===== src/rtl/multicycle_sequencer.sv =====
// multicycle_sequencer
//   Control FSM that steps one RV32I instruction at a time through
//   FETCH / DECODE / EXEC / MEM / WB. It drives the instruction and data
//   memory handshakes and the datapath strobes. It does not select ALU
//   operations; the opcode decoder beside it does that.
//
//   Optional feature macro: PERF_CNT_EN
//     defined   -> cycle_count / instret_count are live counters
//     undefined -> no counter flops, both outputs tied to zero
//
// Ports
//   clk            rising-edge clock
//   rst_n          synchronous active-low reset
//   run            start/continue execution, sampled at instruction boundary
//   opcode         instr[6:0] from IR, valid in DECODE
//   branch_taken   ALU compare result, valid in EXEC
//   imem_req       instruction fetch request
//   imem_ready     fetch data valid (qualified by imem_req)
//   dmem_req       data memory request
//   dmem_we        1 = store, 0 = load (qualified by dmem_req)
//   dmem_ready     data access complete (qualified by dmem_req)
//   ir_load        pulse: latch fetched word into IR
//   pc_write       pulse: update PC from pc_src
//   pc_src         00 pc+4, 01 branch/jal target, 10 jalr target
//   reg_write      pulse: regfile write-back
//   illegal_instr  high while trapped on an unknown opcode
//   cycle_count    active (non-IDLE) cycles
//   instret_count  retired instructions
//
// state  | meaning
// IDLE   | waiting for run at an instruction boundary
// FETCH  | imem_req held until imem_ready
// DECODE | capture opcode, check legality
// EXEC   | branch resolves and retires here; others route on
// MEM    | dmem_req held until dmem_ready; store retires here
// WB     | regfile write + PC update, retire
// TRAP   | unknown opcode; only reset leaves
module multicycle_sequencer #(
  parameter int CNT_W = 32
) (
  input  logic             clk,
  input  logic             rst_n,
  input  logic             run,
  input  logic [6:0]       opcode,
  input  logic             branch_taken,
  output logic             imem_req,
  input  logic             imem_ready,
  output logic             dmem_req,
  output logic             dmem_we,
  input  logic             dmem_ready,
  output logic             ir_load,
  output logic             pc_write,
  output logic [1:0]       pc_src,
  output logic             reg_write,
  output logic             illegal_instr,
  output logic [CNT_W-1:0] cycle_count,
  output logic [CNT_W-1:0] instret_count
);

  localparam logic [6:0] OP_R     = 7'b0110011;
  localparam logic [6:0] OP_I     = 7'b0010011;
  localparam logic [6:0] OP_LOAD  = 7'b0000011;
  localparam logic [6:0] OP_STORE = 7'b0100011;
  localparam logic [6:0] OP_BR    = 7'b1100011;
  localparam logic [6:0] OP_JAL   = 7'b1101111;
  localparam logic [6:0] OP_JALR  = 7'b1100111;
  localparam logic [6:0] OP_LUI   = 7'b0110111;
  localparam logic [6:0] OP_AUIPC = 7'b0010111;

  typedef enum logic [2:0] {
    S_IDLE,
    S_FETCH,
    S_DECODE,
    S_EXEC,
    S_MEM,
    S_WB,
    S_TRAP
  } state_t;

  state_t     state;
  logic [6:0] op_q;
  logic       legal;
  logic       is_load;
  logic       is_store;
  logic       is_branch;

  // Legality is judged on the live opcode since op_q only updates at the
  // end of DECODE.
  always_comb begin
    legal = 1'b0;
    case (opcode)
      OP_R, OP_I, OP_LOAD, OP_STORE, OP_BR,
      OP_JAL, OP_JALR, OP_LUI, OP_AUIPC: legal = 1'b1;
      default:                           legal = 1'b0;
    endcase
  end

  assign is_load   = (op_q == OP_LOAD);
  assign is_store  = (op_q == OP_STORE);
  assign is_branch = (op_q == OP_BR);

  always_ff @(posedge clk) begin
    if (!rst_n) begin
      state <= S_IDLE;
      op_q  <= '0;
    end else begin
      case (state)
        S_IDLE: begin
          if (run) state <= S_FETCH;
        end
        S_FETCH: begin
          if (imem_ready) state <= S_DECODE;
        end
        S_DECODE: begin
          op_q  <= opcode;
          state <= legal ? S_EXEC : S_TRAP;
        end
        S_EXEC: begin
          if (is_load || is_store) state <= S_MEM;
          else if (is_branch)      state <= run ? S_FETCH : S_IDLE;
          else                     state <= S_WB;
        end
        S_MEM: begin
          if (dmem_ready) begin
            if (is_load) state <= S_WB;
            else         state <= run ? S_FETCH : S_IDLE;
          end
        end
        S_WB:    state <= run ? S_FETCH : S_IDLE;
        S_TRAP:  state <= S_TRAP;
        default: state <= S_IDLE;
      endcase
    end
  end

  // Strobes decoded from state and op_q; handshake completions (ir_load,
  // store PC update) and the branch PC select follow the live inputs so no
  // extra cycle is spent per step.
  always_comb begin
    imem_req      = 1'b0;
    dmem_req      = 1'b0;
    dmem_we       = 1'b0;
    ir_load       = 1'b0;
    pc_write      = 1'b0;
    pc_src        = 2'b00;
    reg_write     = 1'b0;
    illegal_instr = 1'b0;
    case (state)
      S_FETCH: begin
        imem_req = 1'b1;
        ir_load  = imem_ready;
      end
      S_EXEC: begin
        if (is_branch) begin
          pc_write = 1'b1;
          pc_src   = {1'b0, branch_taken};
        end
      end
      S_MEM: begin
        dmem_req = 1'b1;
        dmem_we  = is_store;
        pc_write = is_store && dmem_ready;
      end
      S_WB: begin
        reg_write = 1'b1;
        pc_write  = 1'b1;
        if (op_q == OP_JAL)       pc_src = 2'b01;
        else if (op_q == OP_JALR) pc_src = 2'b10;
        else                      pc_src = 2'b00;
      end
      S_TRAP:  illegal_instr = 1'b1;
      default: ;
    endcase
  end

`ifdef PERF_CNT_EN
  logic             retire;
  logic [CNT_W-1:0] cycle_q;
  logic [CNT_W-1:0] instret_q;

  assign retire = ((state == S_EXEC) && is_branch) ||
                  ((state == S_MEM) && is_store && dmem_ready) ||
                  (state == S_WB);

  always_ff @(posedge clk) begin
    if (!rst_n) begin
      cycle_q   <= '0;
      instret_q <= '0;
    end else begin
      if (state != S_IDLE) cycle_q   <= cycle_q + CNT_W'(1);
      if (retire)          instret_q <= instret_q + CNT_W'(1);
    end
  end

  assign cycle_count   = cycle_q;
  assign instret_count = instret_q;
`else
  assign cycle_count   = '0;
  assign instret_count = '0;
`endif

endmodule


===== config.mk =====
export PLATFORM = sky130hd
export DESIGN_NAME = multicycle_sequencer
export DESIGN_NICKNAME = d
export VERILOG_FILES = /design/src/rtl/multicycle_sequencer.sv
export SDC_FILE = /design/constraint.sdc
export NUM_CORES = 1
export LEC_CHECK = 0
export CELL_PAD_IN_SITES_DETAIL_PLACEMENT = 1
export CELL_PAD_IN_SITES_GLOBAL_PLACEMENT = 2
export CORE_UTILIZATION = 16
export CTS_CLUSTER_DIAMETER = 150
export DETAILED_ROUTE_END_ITERATION = 8
export PLACE_DENSITY = 0.81
export REMOVE_ABC_BUFFERS = 1
export SETUP_SLACK_MARGIN = 0.5
export SLEW_MARGIN = 25
export SYNTH_ARGS = -nofsm -noshare
export SYNTH_HDL_FRONTEND = slang
export SYNTH_SLANG_ARGS = --single-unit

===== constraint.sdc =====
create_clock -name clk -period 1.7 [get_ports clk]
set_clock_uncertainty 0.2 [all_clocks]
set_input_delay 0.51 -clock clk [delete_from_list [all_inputs] [get_ports clk]]
set_output_delay 0.51 -clock clk [all_outputs]
set_load 0.005 [all_outputs]

Yosys cells after proc, flatten, opt, wreduce, memory -nomap -nowiden

Index checks and enable logic that the tools add are counted.

Bits in registers: 10
Input bits: 13
Word-level logic and storage cells: 52

Equality and inequality tests: 23
Multiplexer cells: 22
Reductions and logical operators: 5

Operators with widths:

| kind                                                             | count |
|---|---|
| 7-bit == test (second input constant)                            | 6 |
| 7-bit by 6-bit == test with 1-bit output (second input constant) | 4 |
| 3-bit 2-to-1 mux                                                 | 7 |
| 3-bit one-hot mux with 7 select lines                            | 1 |
| 7-bit by 2-bit == test with 1-bit output (second input constant) | 2 |
| 7-bit by 5-bit == test with 1-bit output (second input constant) | 2 |
| 1-bit 2-to-1 mux                                                 | 10 |
| 3-bit == test (second input constant)                            | 3 |
| 9-bit OR reduction                                               | 1 |
| 3-bit by 2-bit == test with 1-bit output (second input constant) | 2 |
| 2-bit != test (second input constant)                            | 3 |
| 2-bit 2-to-1 mux                                                 | 2 |
| 2-bit one-hot mux with 2 select lines                            | 1 |
| 3-bit by 1-bit == test with 1-bit output (second input constant) | 1 |
| 3-bit logical NOT                                                | 1 |
| 1-bit one-hot mux with 3 select lines                            | 1 |
| 3-bit AND reduction                                              | 1 |
| 1-bit logical AND                                                | 1 |
| 1-bit logical OR                                                 | 1 |

Logic depth before layout (Yosys ltp)

Depth in word-level cells: 5
Gate-level depth with buffers: 8
Gate-level depth less buffers: 7

Worst setup path before layout

Ideal clock, no wire load.

Kind: register -> output
From: register state[2]
To: output pc_write
Arrival: 1.167 ns
Required time: 0.990 ns
Setup slack: -0.177 ns
Stages on the path, launching flop included: 5
Cells stage by stage: dfxtp_1 -> nor2b_4 -> nand2b_4 -> nor4b_2 -> a22o_1

Word-level cells in the longest chain between the ends: 2

RTL lines:

| what                                                                             | RTL line | source |
|---|---|---|
| start, declared                                                                  | 80       | `state_t state;` |
| start signal, assigned                                                           | 116      | `state <= legal ? S_EXEC : S_TRAP;` |
| start signal, assigned                                                           | 120      | `else if (is_branch) state <= run ? S_FETCH : S_IDLE;` |
| start signal, assigned                                                           | 126      | `else state <= run ? S_FETCH : S_IDLE;` |
| 3-bit == test / 3-bit by 2-bit == test with 1-bit output (equally long branches) | 148      | `case (state)` |
| 1-bit one-hot mux with 3 select lines (*)                                        | 148      |  |
| end, declared                                                                    | 52       | `output logic pc_write,` |

Mark *: on every way between the ends. The rest lies on a longest branch, timed or not.

Worst setup path after layout

From: register op_q[4]
To: output pc_write

Word-level cells in the longest chain between the ends: 3

RTL lines:

| what                                                                             | RTL line | source |
|---|---|---|
| start, declared                                                                  | 81       | `logic [6:0] op_q;` |
| start signal, assigned                                                           | 115      | `op_q <= opcode;` |
| 7-bit == test / 7-bit by 6-bit == test with 1-bit output (equally long branches) | 100, 99  |  |
| 1-bit 2-to-1 mux / 1-bit logical AND (equally long branches)                     | 154, 162 |  |
| 1-bit one-hot mux with 3 select lines (*)                                        | 148      |  |

Marked as above.

==> flow_summary.json <==
{
  "status": "finished with violations",
  "violations": "setup timing",
  "avgRoutedWirePerCell_um": 9.80,
  "synth_top_cell_area_share_pct": 41.0,
  "synth_area_mm2": 0.00121,
  "p_per_area_mw_per_mm2": 561,
  "setup_slack_ns": -0.476,
  "syn_area_per_cell_um2": 7.71,
  "htree_levels": 1,
  "initial_utilization_pct": 16.6,
  "core-area_mm2": 0.00729,
  "path_buf_inv": 2,
  "syn_inst": 157,
  "min-delay-start": "op_q[4]",
  "ys_seq_elements": 10,
  "synth_top_family_by_area": "buffers and inverters",
  "muxShareOfSynthArea_pct": 5.79,
  "cap_violations": 0,
  "yosys-top-cells-area": "buf_4 (41%), dfxtp_1 (17%), mux2i_1 (5.8%)",
  "p_leak_nw": 0.815,
  "ant_nets": 0,
  "fp-row-count": 31,
  "cts_root_buffer": "clkbuf_8",
  "clk_pin_slew_worst_paths_ns": 0.05,
  "vias_per_cell": 3.38,
  "cts_tree": "built",
  "hold_class": "reg2reg",
  "syn2layout_area_growth_pct": 47.4,
  "synth-simple-area-share_pct": 21.3,
  "synth_edf_count": 0,
  "peakVddDrop_mv": 0.128,
  "ys_top_cells_by_count": "buf_4 (66), dfxtp_1 (10), nand2_1 (10), nor2b_1 (10)",
  "fillerInstances": 905,
  "path_class": "reg2out",
  "drc_errors": 0,
  "met3_length_um": 125,
  "path_cells": "and3b_2 > nand2_4 > nor4b_4 > buf_4 > a22o_1 > buf_2",
  "yosysMostFrequentCell": "buf_4",
  "antenna_found_initial": 0,
  "cts_buffers": 3,
  "io_buffers": 21,
  "first_pass_iters": 4,
  "top_layer": "met4",
  "ys.flop_type": "dfxtp_1",
  "path_delay_family": "simple AND/OR/NAND/NOR gates",
  "dieArea_mm2": 0.00791,
  "hold_violations": 0,
  "ys_async_sr_fraction_pct": 0,
  "cts_buffer_depth": 2,
  "die_w_um": 89.0,
  "synth_fa_ha_area_share_pct": 0,
  "max_stage_delay_ns": 0.31,
  "final.period_utilization_pct": 128,
  "critPathLaunchType": "register",
  "synth_xor_area_share_pct": 0,
  "drtIter0Drc": 18,
  "grt_usage_pct": 7.87,
  "num_io_pins": 86,
  "required_ns": 0.99,
  "worstSetupEndpointType": "output port",
  "yosysUniqueCellTypes": 35,
  "drive_gt1_share_pct": 37.5,
  "crit-reg2reg-launch": "state[2]",
  "clock_latency_ns": 0.24,
  "tns_ns": -2.74,
  "crit_arrival_ns": 1.47,
  "power_w": 0.00100,
  "finalNetCount": 231,
  "grt_start_max_net_pins": 13,
  "n_antenna_cell": 0,
  "rsz0062_at_grt": "true",
  "crit_path_max_fanout": 2,
  "wl_met2_um": 1830,
  "grt_pass1_vias": 1028,
  "wl_met1_um": 1080,
  "regArea_um2": 209,
  "routabilityCongestion": 0.747,
  "drv_slew": 0,
  "wirelength_um": 3090,
  "max_freq_mhz": 459,
  "dp_hpwl_um": 2300,
  "min_period_ns": 2.18,
  "yosys_warnings": 0,
  "num_vias": 1066,
  "die_h_um": 89.0,
  "grt_pass1_wl_um": 4640,
  "grt-ovfl-total": 0,
  "synth_top_area_cell": "buf_4",
  "synth_compound_area_share_pct": 12.1,
  "clkSinkCount": 10,
  "finalSetupViolCount": 11,
  "setup.worst_path.start": "op_q[4]",
  "crit_slowest_cell": "dfxtp_2",
  "synth_seq_area_share_pct": 16.5,
  "multiInputGateArea_um2": 811
}
==> final timing paths <==
kind	end	slack [ns]	cells past startpoint
worst max register to register	state[2]	-0.05	8
worst min register to register	op_q[4]	0.31	2
worst max-delay path	pc_write	-0.48	6
worst min-delay path	op_q[4]	0.31	2
==> per-layer routing <==
layer  track usage, %  vias up
met5                0        -
met1             7.45      509
met2             16.3       41
met3            0.831        4
met4             4.33        0
li1                 -      512
==> registers in the layout (all words and copies together), names as in the netlist <==
register  cells
op_q          7
state         3
==> layout make-up <==
| class | count | area share, % |
|---|---|---|
| Multi-Input combinational cell | 135 | 45.5 |
| Sequential cell | 10 | 11.7 |
| Clock buffer | 3 | 2.32 |
| Inverter | 5 | 1.33 |
| Tap cell | 99 | 6.95 |
| Timing Repair Buffer | 63 | 32.2 |
==> cells by family after synthesis <==
family	Yosys count
buf+inv	75
simple gates	42
compound gates	22
flops	10
mux	7
other cells	1
==> worst register-to-register path, cell delays in order, from the launching register on <==
cell and delay (ns):
dfxtp_4 0.34, buf_6 0.11, buf_6 0.11, buf_8 0.12, buf_12 0.14, a2111oi_4 0.20
nand2_1 0.12, a31oi_1 0.22, o31ai_2 0.08
==> power by group <==
group | internal, W | switching, W
sequential | 0.000257 | 0.0000221
clock | 0.000155 | 0.0000934
combinational | 0.000252 | 0.000220
total | 0.000665 | 0.000336
==> layout by cell type (no fill, tap or decap), types with 4 or more instances in the layout <==
master / synthesis / layout
nor2b_1: 10 / 9
mux2i_1: 7 / 7
dfxtp_1: 10 / 7
dlygate4sd2_1: 0 / 10
a21oi_2: 0 / 4
conb_1: 1 / 64
buf_2: 1 / 5
nand3_1: 5 / 5
buf_4: 66 / 26
nand2_1: 10 / 9
buf_6: 0 / 17
==> stage by stage <==
stage | instance area [um2] | hold WS (ns) | cells | utilization (%) | setup WS, ns
after floorplan | 935 | 0.274 | 150 | - | -0.362
after global placement | 1500 | 0.293 | 299 | 20.6 | -0.679
after detailed placement | 1500 | 0.303 | 299 | 20.6 | -0.699
after CTS | 1720 | 0.309 | 313 | 23.6 | -0.523
after global routing | 1780 | 0.347 | 315 | 24.5 | -0.536
final | 1780 | 0.312 | 315 | 24.5 | -0.476
==> timing repair <==
| action | CTS | global route |
|---|---|---|
| hold buffers | 0 | 0 |
| pin swaps | 16 | 9 |
| setup endpoints to repair | 19 | 19 |
| gates resized for setup | 87 | 12 |
| setup buffers | 11 | 2 |
No activity file was read; power rests on OpenSTA's default activity.
==> RTL edit: new RTL, same settings <==
The option `PERF_CNT_EN` is turned on by a define.
--- a/src/rtl/multicycle_sequencer.sv
+++ b/src/rtl/multicycle_sequencer.sv
@@ -35,6 +35,8 @@
 // MEM    | dmem_req held until dmem_ready; store retires here
 // WB     | regfile write + PC update, retire
 // TRAP   | unknown opcode; only reset leaves
+`define PERF_CNT_EN
+
 module multicycle_sequencer #(
   parameter int CNT_W = 32
 ) (
Function: changed (Yosys sat finds a counterexample within 4 cycles, from zero or initial values and one cycle with rst_n low).
==> RTL edit against the unedited design <==
- the flow still finishes with violations (negative setup slack)
- first-iteration DRC count rose to 5.9 times the old value
- utilization up 9.7 points
- cell area rose to 4.3 times the old value
- worst setup slack worse by 0.11 ns
- routed wire length rose to 5.1 times the old value
- area after synthesis rose to 3.0 times the old value
- power rose to 4.2 times the old value
- sequential cell count up 64
==> RTL edit: results (changes against the unedited design) <==
{| class="wikitable"
! Metric !! Value
|-
| Status || finished, violations left
|-
| Violations in the final reports || negative setup slack
|-
| Synth unique cells || 47 (+34%)
|-
| Internal power consumption || 3.10 mW (+370%)
|-
| Critical R2R Capture || instret_count[18]
|-
| Main area contributors after synthesis || dfxtp_1 40%, xor2_1 5.7%, nor2_1 4.9%
|-
| Final cell count without fillers || 1018 (+220%)
|-
| List of most frequent post-synthesis cells || 74 x dfxtp_1, 48 x nor2_1, 31 x nand2_1, 31 x nand3_1, 27 x a21oi_1
|-
| Clock network power || 1.81 mW (+630%)
|-
| Met1 wire length || 6.57 mm (+510%)
|-
| # port buffers || 85 (+300%)
|-
| Peak VDD IR || 0.383 mV (+200%)
|-
| HPWL Detailed || 9.47 mm (+310%)
|-
| Met1 Use GR || 0.151 (+0.0760)
|-
| Clock transition time at the flip-flop clock pins of the worst setup and hold paths || 0.07 ns (+0.02 ns)
|-
| Wire length of the first global-routing pass || 25.1 mm (+440%)
|-
| Net switching power || 1.08 mW (+220%)
|-
| Standard cell area after detailed placement || 0.00564 mm² (+280%)
|-
| Violation count after the first detailed-route iteration || 107 (+89)
|-
| Critical-path cell with the highest stage delay || or4_1
|-
| Max H-tree Level || 3 (+2)
|-
| M3 GR Usage || 0.0369 (+0.0286)
|-
| WL met2 || 8.62 mm (+370%)
|-
| Static leakage power || 3.24 nW (+300%)
|-
| Vias in the first global route || 4810 (+370%)
|-
| Most common cell in the netlist || dfxtp_1
|-
| Total instance count after detailed placement || 898 (+200%)
|-
| Metal3 WL || 577 µm (+360%)
|-
| Maximum number of pins on one net before global-route repair || 25 (+12)
|-
| Overall Global Routing Usage || 0.135 (+0.0560)
|-
| Count of nets after finishing || 744 (+220%)
|-
| Via Count || 4424 (+320%)
|-
| Clock tree root buffer cell || clkbuf_16
|-
| Clock latency on the worst-skew pair || 0.34 ns (+0.10 ns)
|-
| TNS Setup || -28.18 ns (-25.44 ns)
|-
| Dpl ws || -0.879 ns (-0.180 ns)
|-
| Routed wire per std cell || 15.5 µm (+59%)
|-
| Number of buffers created by CTS || 9 (+6)
|-
| Endpoints failing setup || 76 (+65)
|-
| Worst setup slack after layout || -0.591 ns (-0.114 ns)
|-
| Arrival time at the worst endpoint || 2.36 ns (+0.89 ns)
|-
| Delay of the slowest critical-path stage || 0.52 ns (+0.21 ns)
|-
| Post-synthesis sequential area ratio || 0.403 (+0.238)
|}
==> RTL edit: area by class of cell <==
type,count,area [µm²]
clock buffer,10,239
timing repair buffer,307,2860
sequential,74,1580
inverter,17,63.8
tap,285,357
clock inverter,5,31.3
multi-input combinational,320,2570
fill,2589,14900
==> RTL edit: what timing repair did <==
action | in CTS | in global routing
gates resized for setup | 564 | 65
pin swaps | 87 | 38
setup endpoints to repair | 147 | 147
gates cloned | 3 | 0
buffers inserted | 80 | 22
==> RTL edit: through the flow <==
step,hold WS (ns),utilization
floorplan,0.252,-
global placement,0.271,0.250
detailed placement,0.289,0.250
CTS,0.298,0.320
global route,0.335,0.341
finish,0.294,0.341
==> RTL edit: cells by family (layout without fill, tap and decap cells) <==
logic type | count (synthesis) | in the layout | synth area share
compound gates | 73 | 76 | 0.129
xor+xnor | 30 | 30 | 0.0715
fa+ha+maj | 2 | 2 | 0.00681
buf+inv | 42 | 339 | 0.0555
flops | 74 | 74 | 0.403
mux | 13 | 13 | 0.0354
simple gates | 199 | 199 | 0.298
